$ cat src/rtl/x87_pkg.sv
// Shared types and encodings for the x87 host-side controller.
package x87_pkg;

    typedef enum logic [2:0] {
        S_IDLE,
        S_LD_LO,
        S_LD_HI,
        S_ISSUE,
        S_WAIT,
        S_ST_LO,
        S_ST_HI,
        S_RESP
    } state_t;

    localparam logic [1:0] LD_NONE = 2'd0;
    localparam logic [1:0] LD_32   = 2'd1;
    localparam logic [1:0] LD_64   = 2'd2;
    localparam logic [1:0] LD_RSV  = 2'd3;

    localparam logic [1:0] ST_16  = 2'd0;
    localparam logic [1:0] ST_32  = 2'd1;
    localparam logic [1:0] ST_64  = 2'd2;
    localparam logic [1:0] ST_RSV = 2'd3;

    localparam logic [2:0] WB_NONE    = 3'd0;
    localparam logic [2:0] WB_STATUS  = 3'd1;
    localparam logic [2:0] WB_CONTROL = 3'd2;
    localparam logic [2:0] WB_TAG     = 3'd3;

    // 16-bit stores only need halfword alignment; wider stores need word alignment.
    function automatic logic store_bad(input logic [1:0] size, input logic [1:0] addr_lo);
        if (size == ST_RSV)
            return 1'b1;
        else if (size == ST_16)
            return addr_lo[0];
        else
            return (addr_lo != 2'b00);
    endfunction

endpackage

$ cat src/rtl/x87_store_split.sv
// Maps a right-aligned core store onto byte enables and data for the two 32-bit write beats.
module x87_store_split
    import x87_pkg::*;
(
    input  logic [1:0]  size,
    input  logic        addr1,
    input  logic [63:0] data64,
    output logic [3:0]  lo_be,
    output logic [31:0] lo_wdata,
    output logic [3:0]  hi_be,
    output logic [31:0] hi_wdata
);

    always_comb begin
        lo_be    = 4'hF;
        lo_wdata = data64[31:0];
        hi_be    = 4'hF;
        hi_wdata = data64[63:32];
        if (size == ST_16) begin
            if (addr1) begin
                lo_be    = 4'b1100;
                lo_wdata = {data64[15:0], 16'h0000};
            end else begin
                lo_be    = 4'b0011;
                lo_wdata = {16'h0000, data64[15:0]};
            end
        end
    end

endmodule

$ cat src/rtl/x87_host_ctrl.sv
// CPU-side initiator for the x87 core: operand fetch, issue, wait, store split and response.
module x87_host_ctrl
    import x87_pkg::*;
#(
    parameter int TIMEOUT_CYCLES = 1024,
    parameter int TO_W           = 11
) (
    input  logic        clk,
    input  logic        rst_n,
    input  logic        req_valid,
    output logic        req_ready,
    input  logic [7:0]  req_op1,
    input  logic [7:0]  req_op2,
    input  logic        req_op2_valid,
    input  logic [31:0] req_addr,
    input  logic [1:0]  req_load,
    output logic        done_valid,
    output logic        done_fault,
    output logic        done_wb_valid,
    output logic [2:0]  done_wb_kind,
    output logic [15:0] done_wb_value,
    output logic        mem_req,
    output logic        mem_we,
    output logic [31:0] mem_addr,
    output logic [3:0]  mem_be,
    output logic [31:0] mem_wdata,
    input  logic        mem_ack,
    input  logic [31:0] mem_rdata,
    output logic        fpu_start,
    output logic [7:0]  fpu_op1,
    output logic [7:0]  fpu_op2,
    output logic        fpu_op2_valid,
    output logic [31:0] fpu_mem32,
    output logic [63:0] fpu_mem64,
    input  logic        fpu_busy,
    input  logic        fpu_done,
    input  logic        fpu_wb_valid,
    input  logic [2:0]  fpu_wb_kind,
    input  logic [15:0] fpu_wb_value,
    input  logic        memstore_valid,
    input  logic [1:0]  memstore_size,
    input  logic [63:0] memstore_data64
);

    state_t            state_q, state_d;
    logic [7:0]        op1_q, op2_q;
    logic              op2v_q;
    logic [31:0]       addr_q;
    logic [1:0]        load_q;
    logic [31:0]       mem32_q;
    logic [63:0]       mem64_q;
    logic              st_vld_q;
    logic [1:0]        st_size_q;
    logic [63:0]       st_data_q;
    logic              wb_vld_q;
    logic [2:0]        wb_kind_q;
    logic [15:0]       wb_value_q;
    logic              fault_q;
    logic [TO_W-1:0]   to_cnt_q;

    logic              req_bad, st_any, st_bad, to_hit;
    logic [1:0]        st_size_eff;
    logic [31:0]       addr_hi;
    logic [3:0]        lo_be, hi_be;
    logic [31:0]       lo_wdata, hi_wdata;
    logic              unused_busy;

    assign unused_busy = fpu_busy;

    assign req_bad     = (req_load == LD_RSV) || ((req_load != LD_NONE) && (req_addr[1:0] != 2'b00));
    // A store arriving together with fpu_done must steer the same decision.
    assign st_any      = memstore_valid | st_vld_q;
    assign st_size_eff = memstore_valid ? memstore_size : st_size_q;
    assign st_bad      = store_bad(st_size_eff, addr_q[1:0]);
    assign to_hit      = (to_cnt_q == TO_W'(TIMEOUT_CYCLES - 1));
    assign addr_hi     = addr_q + 32'd4;

    x87_store_split u_split (
        .size     (st_size_q),
        .addr1    (addr_q[1]),
        .data64   (st_data_q),
        .lo_be    (lo_be),
        .lo_wdata (lo_wdata),
        .hi_be    (hi_be),
        .hi_wdata (hi_wdata)
    );

    always_ff @(posedge clk or negedge rst_n) begin
        if (!rst_n)
            state_q <= S_IDLE;
        else
            state_q <= state_d;
    end

    always_comb begin
        state_d       = state_q;
        req_ready     = 1'b0;
        mem_req       = 1'b0;
        mem_we        = 1'b0;
        mem_addr      = 32'h0;
        mem_be        = 4'h0;
        mem_wdata     = 32'h0;
        fpu_start     = 1'b0;
        done_valid    = 1'b0;
        done_fault    = 1'b0;
        done_wb_valid = 1'b0;
        done_wb_kind  = 3'd0;
        done_wb_value = 16'h0;
        case (state_q)
            S_IDLE: begin
                req_ready = 1'b1;
                if (req_valid) begin
                    if (req_bad)
                        state_d = S_RESP;
                    else if (req_load != LD_NONE)
                        state_d = S_LD_LO;
                    else
                        state_d = S_ISSUE;
                end
            end
            S_LD_LO: begin
                mem_req  = 1'b1;
                mem_addr = addr_q;
                mem_be   = 4'hF;
                if (mem_ack)
                    state_d = (load_q == LD_64) ? S_LD_HI : S_ISSUE;
            end
            S_LD_HI: begin
                mem_req  = 1'b1;
                mem_addr = addr_hi;
                mem_be   = 4'hF;
                if (mem_ack)
                    state_d = S_ISSUE;
            end
            S_ISSUE: begin
                fpu_start = 1'b1;
                state_d   = S_WAIT;
            end
            S_WAIT: begin
                if (fpu_done)
                    state_d = (st_any && !st_bad) ? S_ST_LO : S_RESP;
                else if (to_hit)
                    state_d = S_RESP;
            end
            S_ST_LO: begin
                mem_req   = 1'b1;
                mem_we    = 1'b1;
                mem_addr  = {addr_q[31:2], 2'b00};
                mem_be    = lo_be;
                mem_wdata = lo_wdata;
                if (mem_ack)
                    state_d = (st_size_q == ST_64) ? S_ST_HI : S_RESP;
            end
            S_ST_HI: begin
                mem_req   = 1'b1;
                mem_we    = 1'b1;
                mem_addr  = addr_hi;
                mem_be    = hi_be;
                mem_wdata = hi_wdata;
                if (mem_ack)
                    state_d = S_RESP;
            end
            S_RESP: begin
                done_valid = 1'b1;
                done_fault = fault_q;
                if (!fault_q) begin
                    done_wb_valid = wb_vld_q;
                    done_wb_kind  = wb_kind_q;
                    done_wb_value = wb_value_q;
                end
                state_d = S_IDLE;
            end
            default: state_d = S_IDLE;
        endcase
    end

    always_ff @(posedge clk or negedge rst_n) begin
        if (!rst_n) begin
            op1_q      <= 8'h0;
            op2_q      <= 8'h0;
            op2v_q     <= 1'b0;
            addr_q     <= 32'h0;
            load_q     <= LD_NONE;
            mem32_q    <= 32'h0;
            mem64_q    <= 64'h0;
            st_vld_q   <= 1'b0;
            st_size_q  <= ST_16;
            st_data_q  <= 64'h0;
            wb_vld_q   <= 1'b0;
            wb_kind_q  <= WB_NONE;
            wb_value_q <= 16'h0;
            fault_q    <= 1'b0;
            to_cnt_q   <= '0;
        end else begin
            case (state_q)
                S_IDLE: begin
                    if (req_valid) begin
                        op1_q   <= req_op1;
                        op2_q   <= req_op2;
                        op2v_q  <= req_op2_valid;
                        addr_q  <= req_addr;
                        load_q  <= req_load;
                        mem32_q <= 32'h0;
                        mem64_q <= 64'h0;
                        fault_q <= req_bad;
                    end
                end
                S_LD_LO: begin
                    if (mem_ack) begin
                        mem32_q        <= mem_rdata;
                        mem64_q[31:0]  <= mem_rdata;
                    end
                end
                S_LD_HI: begin
                    if (mem_ack)
                        mem64_q[63:32] <= mem_rdata;
                end
                S_ISSUE: begin
                    to_cnt_q   <= '0;
                    st_vld_q   <= 1'b0;
                    wb_vld_q   <= 1'b0;
                    wb_kind_q  <= WB_NONE;
                    wb_value_q <= 16'h0;
                end
                S_WAIT: begin
                    if (memstore_valid) begin
                        st_vld_q  <= 1'b1;
                        st_size_q <= memstore_size;
                        st_data_q <= memstore_data64;
                    end
                    if (fpu_wb_valid) begin
                        wb_vld_q   <= 1'b1;
                        wb_kind_q  <= fpu_wb_kind;
                        wb_value_q <= fpu_wb_value;
                    end
                    if (fpu_done) begin
                        if (st_any && st_bad)
                            fault_q <= 1'b1;
                    end else begin
                        to_cnt_q <= to_cnt_q + 1'b1;
                        if (to_hit)
                            fault_q <= 1'b1;
                    end
                end
                default: ;
            endcase
        end
    end

    assign fpu_op1       = op1_q;
    assign fpu_op2       = op2_q;
    assign fpu_op2_valid = op2v_q;
    assign fpu_mem32     = mem32_q;
    assign fpu_mem64     = mem64_q;

endmodule

$ cat config.mk
export PLATFORM = sky130hd
export DESIGN_NAME = x87_host_ctrl
export DESIGN_NICKNAME = d
export VERILOG_FILES = /design/src/rtl/x87_pkg.sv /design/src/rtl/x87_store_split.sv /design/src/rtl/x87_host_ctrl.sv
export SDC_FILE = /design/constraint.sdc
export NUM_CORES = 1
export LEC_CHECK = 0
export CORE_UTILIZATION = 45
export CTS_CLUSTER_SIZE = 8
export DETAILED_ROUTE_END_ITERATION = 8
export PLACE_DENSITY = 0.8
export SETUP_SLACK_MARGIN = 0.4
export SLEW_MARGIN = 20
export SYNTH_ARGS = -nofsm -noshare
export SYNTH_HDL_FRONTEND = slang
export SYNTH_SLANG_ARGS = --single-unit
$ cat constraint.sdc
create_clock -name clk -period 2.7 [get_ports clk]
set_clock_uncertainty 0.15 [all_clocks]
set_input_delay 0.27 -clock clk [delete_from_list [all_inputs] [get_ports clk]]
set_output_delay 0.27 -clock clk [all_outputs]
set_load 0.05 [all_outputs]
==> flow_summary.ini, run 1 <==
[run_status]
status = complete, but fails checks
violations = negative setup slack

[cells_and_area]
stdcell_area_um2 = 18600
syn2layout_area_growth_pct = 75.0
num-nets-final = 1668
final_util_pct = 81.1
drive_above_1_share_pct = 36.8
fillerInstances = 1165

[global_routing]
grt_pass1_wl_um = 60700
grt_pass1_vias = 10800
grt-ovfl-total = 0
grtUsageTotal_pct = 32.2
antenna_found_initial = 1
grt_max_degree = 72

[critical_path]
cp.required_ns = 2.28
crit_family = simple AND/OR/NAND/NOR gates
path_buf_inv = 2
cp-end-kind = output port
start_kind = flop
max_stage_delay_ns = 0.50
critPathKind = reg -> out
worstPathArrival_ns = 2.63
cp_cell_sequence = ha_4 -> and4_4 -> nand4_1 -> buf_4 -> or4_4 -> a21oi_4 -> buf_12
worst_path_max_delay_cell = or4_4
cp_num_cells = 7
worstPathMaxFanout = 5
r2r_cells = 7

[placed_design]
hpwl_um = 23900
placed_area_um2 = 15900
dpl_worst_slack_ns = 0.112
gp_congestion = 0.865
io_buffers = 381

[sta]
period_needed_ns = 3.05
setup_viol = 18
hold_viol_final = 0
slew_headroom_pct = 60.5
finalSetupTns_ns = -2.39
worstMarginPinSlew_ns = 0.590
final_max_slew_viol_count = 0
setup_slack_ns = -0.351
max_freq_ghz = 0.328
rsz0062_at_grt = yes
period_share_pct = 113

[clocking]
clk_latency_ns = 0.55
cts.sinks = 217
htreeDepth = 1
path_clk_slew_ns = 0.05
numCtsBuffers = 31
cts_root_buf = clkbuf_16
cts_tree = done
cts.path.max_buffers = 3

[floorplanning]
die_h_um = 156
ios = 383
start_util_pct = 46.3
fp-row-count = 55
coreArea_um2 = 22900
die_area_um2 = 24200
dieWidth_um = 156

[synthesis]
synth_nets = 1235
synth_ff_type = dfrtp_1
yosysTopAreaCellShare_pct = 51.1
synthCells = 1057
synth_top_area_cell = dfrtp_1
synth_area_leaders = dfrtp_1, mux2_2, nand2_1, o21ai_0, buf_4
synth_edf_count = 0
ys_warn_count = 0
avgSynthCellArea_um2 = 10.0
yosysUniqueCellTypes = 57
yosysSeqAreaShare_pct = 51.1
synth.ff_latch_count = 217
async_reset_ff_share_pct = 100
synth_area_um2 = 10600

[detailed_routing]
drtAntennaViolNets = 0
first_pass_iters = 6
routedWlPerCell_um = 23.3
drc = 0
vias = 10400
drt-initial-drc-count = 785
wirelength_um = 42100
via_per_inst = 5.79

[job]
maxCapViolations = 0

[pwr]
irDropWorstVdd_uv = 1040
power.leakage_nw = 7.86
total_power_mw = 26.0
p_per_area_nw_per_um2 = 1400

[hold_path]
worstHoldPathType = in -> async
-- sequential cells by signal, indices dropped and copies added, names as in the netlist --
| signal | flops |
|---|---|
| addr_q | 32 |
| fault_q | 1 |
| fpu_mem32 | 32 |
| fpu_mem64 | 32 |
| fpu_op1 | 8 |
| fpu_op2 | 8 |
| fpu_op2_valid | 1 |
| load_q | 2 |
| st_data_q | 64 |
| st_size_q | 2 |
| st_vld_q | 1 |
| state_q | 3 |
| to_cnt_q | 11 |
| wb_kind_q | 3 |
| wb_value_q | 16 |
| wb_vld_q | 1 |
-- cell type report --
type | count | area, um^2 | area share [%]
Tap cell | 313 | 392 | 2.11
Antenna cell | 1 | 2.50 | 0.0135
Timing Repair Buffer | 506 | 6130 | 33.0
Inverter | 8 | 37.5 | 0.202
Clock inverter | 2 | 27.5 | 0.148
Clock buffer | 32 | 790 | 4.25
Sequential cell | 217 | 5450 | 29.3
Multi-Input combinational cell | 726 | 5760 | 31.0
-- through the flow --
stage / cells / hold WS, ns
3_5_place_dp: 1689 / 0.0475
4_1_cts: 1784 / 0.0629
2_1_floorplan: 1057 / -0.176
5_1_grt: 1805 / 0.0982
3_3_place_gp: 1689 / 0.0428
6_report: 1805 / 0.0909
-- cells in the mapped netlist (17+ instances only) --
cell type  number
a22o_1         19
nand2_1       224
clkbuf_1       48
and3_1         25
buf_4          37
dfrtp_1       217
o21ai_0       125
and2_1         25
mux2_2        115
nand3_1        17
buf_2          18
a21oi_1        27
-- power breakdown --
group | internal [mW] | switching, mW | total, mW
Combinational | 6.99 | 9.48 | 16.5
Sequential | 4.72 | 1.36 | 6.09
Clock | 2.04 | 1.38 | 3.42
Total | 13.8 | 12.2 | 26.0
-- path summary, 6_finish.rpt --
kind	end	startpoint	slack [ns]
min reg2reg	fpu_mem64[63]	fpu_mem64[63]	0.32
max in group asynchronous	st_data_q[45]	rst_n	1.55
min	st_data_q[59]	rst_n	0.09
min in group clk	wb_value_q[2]	fpu_wb_value[2]	0.14
max	mem_addr[30]	addr_q[3]	-0.35
max reg2reg	to_cnt_q[9]	state_q[1]	0.30
-- what timing repair did --
action,4_1_cts,5_1_grt
setup endpoints to repair,93,197
buffers inserted,51,18
gates cloned,9,2
gates resized for setup,205,63
endpoints found under the hold margin,217,0
hold buffers,1,0
pin swaps,40,36
-- cell families (layout without fill, tap and decap cells) --
logic type | after synthesis | after routing | share of synthesized area [%]
simple gates | 378 | 378 | 16.8
xor+xnor | 18 | 18 | 1.48
mux | 117 | 117 | 12.4
fa+ha+maj | 2 | 2 | 0.236
buf+inv | 114 | 548 | 5.70
flops | 217 | 217 | 51.1
other cells | 0 | 1 | 0
compound gates | 211 | 211 | 12.3
-- worst register-to-register path, stage by stage, from the launching register on --
cell and delay (ns):
dfrtp_2 0.45, buf_6 0.14, buf_8 0.12, buf_6 0.13, or4b_4 0.63, a2111oi_4 0.37, xnor2_1 0.22, nor2_1 0.07
-- cell usage in the layout (no fill, tap or decap), drive strengths merged, types with 19 or more instances in the layout --
master / Yosys / layout
buf: 57 / 217
a21oi: 27 / 27
and3: 25 / 25
clkdlybuf4s50: 0 / 286
a22o: 19 / 19
clkbuf: 49 / 34
and2: 25 / 25
mux2: 115 / 115
dfrtp: 217 / 217
nand2: 224 / 224
o21ai: 125 / 125
-- metal layers --
layer,track usage (%),part of all wire (%),vias up
met1,37.4,36,5144
li1,-,-,4515
met5,0,0,-
met2,57.6,52,619
met4,12.9,4.9,0
met3,7.25,7.9,165
No activity file was read; power rests on OpenSTA's default activity.
==> run 2: changes to the inputs <==
- CELL_PAD_IN_SITES_DETAIL_PLACEMENT: default -> 0
- CELL_PAD_IN_SITES_GLOBAL_PLACEMENT: default -> 2
- CORE_UTILIZATION: 45 -> 27
- PLACE_DENSITY: 0.8 -> default
- PLACE_DENSITY_LB_ADDON: default -> 0.1
- TNS_END_PERCENT: default -> 10
==> run 2 against run 1 <==
The flow still finishes with violations (negative setup slack); via count decreased by 10%; hold slack got worse by 0.0012 ns; sequential power decreased by 4.6%; critical path type unchanged.
==> flow_summary.ini, run 2 (synthesis gave the netlist of run 1 again) <==
[clocking]
path_clk_slew_ns = 0.06
htreeDepth = 1
numCtsBuffers = 31
cts_tree = done
cts.sinks = 217
cts.path.max_buffers = 3
cts_root_buf = clkbuf_16
clk_latency_ns = 0.58

[floorplanning]
coreArea_um2 = 38700
ios = 383
die_h_um = 200
dieWidth_um = 200
die_area_um2 = 40100
start_util_pct = 27.4
fp-row-count = 72

[sta]
whs_ns = 0.0897
period_share_pct = 110
slew_headroom_pct = 35.3
period_needed_ns = 2.96
finalSetupTns_ns = -2.11
max_freq_ghz = 0.338
setup_viol = 18
hold_viol_final = 0
rsz0062_at_grt = yes
final_max_slew_viol_count = 0
worstMarginPinSlew_ns = 0.968
setup_slack_ns = -0.262

[detailed_routing]
drt-initial-drc-count = 309
wirelength_um = 36500
first_pass_iters = 5
vias = 9358
routedWlPerCell_um = 18.3
drc = 0
drtAntennaViolNets = 0
via_per_inst = 4.68

[pwr]
p_sw_mw = 11.3
power.leakage_nw = 7.67
switching_share_pct = 45.6
p_per_area_nw_per_um2 = 1350
p_comb_share_pct = 62.2
irDropWorstVdd_uv = 1040
p_int_mw = 13.4
p_seq_share_pct = 23.5
pwr-share-clk_pct = 14.3

[global_routing]
grt_max_degree = 67
grtUsageTotal_pct = 17.6
grt_pass1_vias = 9464
grt_pass1_wl_um = 55800
grt-ovfl-total = 0
antenna_found_initial = 5

[critical_path]
r2r_cells = 6
cp_num_cells = 6
worst_path_max_delay_cell = or4_4
cp-end-kind = output port
rrSetupSlack_ns = 0.29
worstPathArrival_ns = 2.54
cp_cell_sequence = nand4b_1 -> or4_4 -> buf_12 -> o311ai_4 -> o41ai_4 -> buf_12
path_buf_inv = 2
crit_top_cell = buf_12
start_kind = flop
crit_family = simple AND/OR/NAND/NOR gates
critPathKind = reg -> out
worstPathMaxFanout = 6
max_stage_delay_ns = 0.51
cp.required_ns = 2.28

[cells_and_area]
largest_reg_flops = 64
fin_cells = 2001
final_common_cell = clkdlybuf4s50_1
drive_above_1_share_pct = 33.4
final_cell_mix = clkdlybuf4s50_1, nand2_1, dfrtp_1
regMostFlops = st_data_q
num-nets-final = 1654
syn2layout_area_growth_pct = 72.3

[run_status]
status = complete, but fails checks
violations = negative setup slack

[placed_design]
dpl_worst_slack_ns = 0.119
hpwl_um = 24700
dp_cells = 1904
io_buffers = 381
gp_congestion = 0.749

[hold_path]
worstHoldPathType = in -> async

[job]
maxCapViolations = 0
==> run 2: power groups by stage <==
stage	Sequential [mW]	Combinational (mW)	Clock (mW)
3_5_place_dp	5.80	13.9	0
5_1_grt	6.03	16.2	3.79
4_1_cts	5.78	14.7	3.65
3_3_place_gp	5.75	13.9	0
2_1_floorplan	7.25	6.76	0
6_report	5.81	15.4	3.52
==> run 2: timing repair <==
item                       in CTS  in global routing
pin swaps                      42                 48
gates cloned                    2                  2
gates resized for setup       103                125
setup endpoints to repair     148                192
buffers inserted               29                 23
hold buffers                    1                  0
hold endpoints to repair      217                  0
==> run 2: final timing paths <==
kind,end,start
max reg2reg,addr_q[13],state_q[1]
min reg2reg,fpu_mem64[55],fpu_mem64[55]
max,mem_addr[27],state_q[0]
max in group asynchronous,addr_q[5],rst_n
min in group clk,wb_value_q[9],fpu_wb_value[9]
min,wb_value_q[13],rst_n
==> run 2: stage by stage <==
stage                     power (mW)  area [um^2]  util [%]
after detailed placement        19.7        16100      41.7
after global placement          19.6        16100      41.7
after floorplan                 14.0        10800         -
after global routing            26.0        18300      47.2
after CTS                       24.1        17700      45.6
final                           24.7        18300      47.3
==> run 2: final cells by class <==
type | count | area (um^2)
fillers | 3686 | 20400
repair buffers | 492 | 5880
multi-input cells | 726 | 5470
flip-flops and latches | 217 | 5440
clock buffers | 37 | 808
well taps | 518 | 648
inverters | 8 | 37.5
clock inverters | 1 | 20.0
diodes | 2 | 5.00
==> run 2: layer usage <==
metal / global-route usage, % / part of all wire (%)
met1: 22.7 / 44
met2: 28.5 / 47
met4: 4.44 / 1.7
met3: 5.58 / 7.3
met5: 0 / 0.10
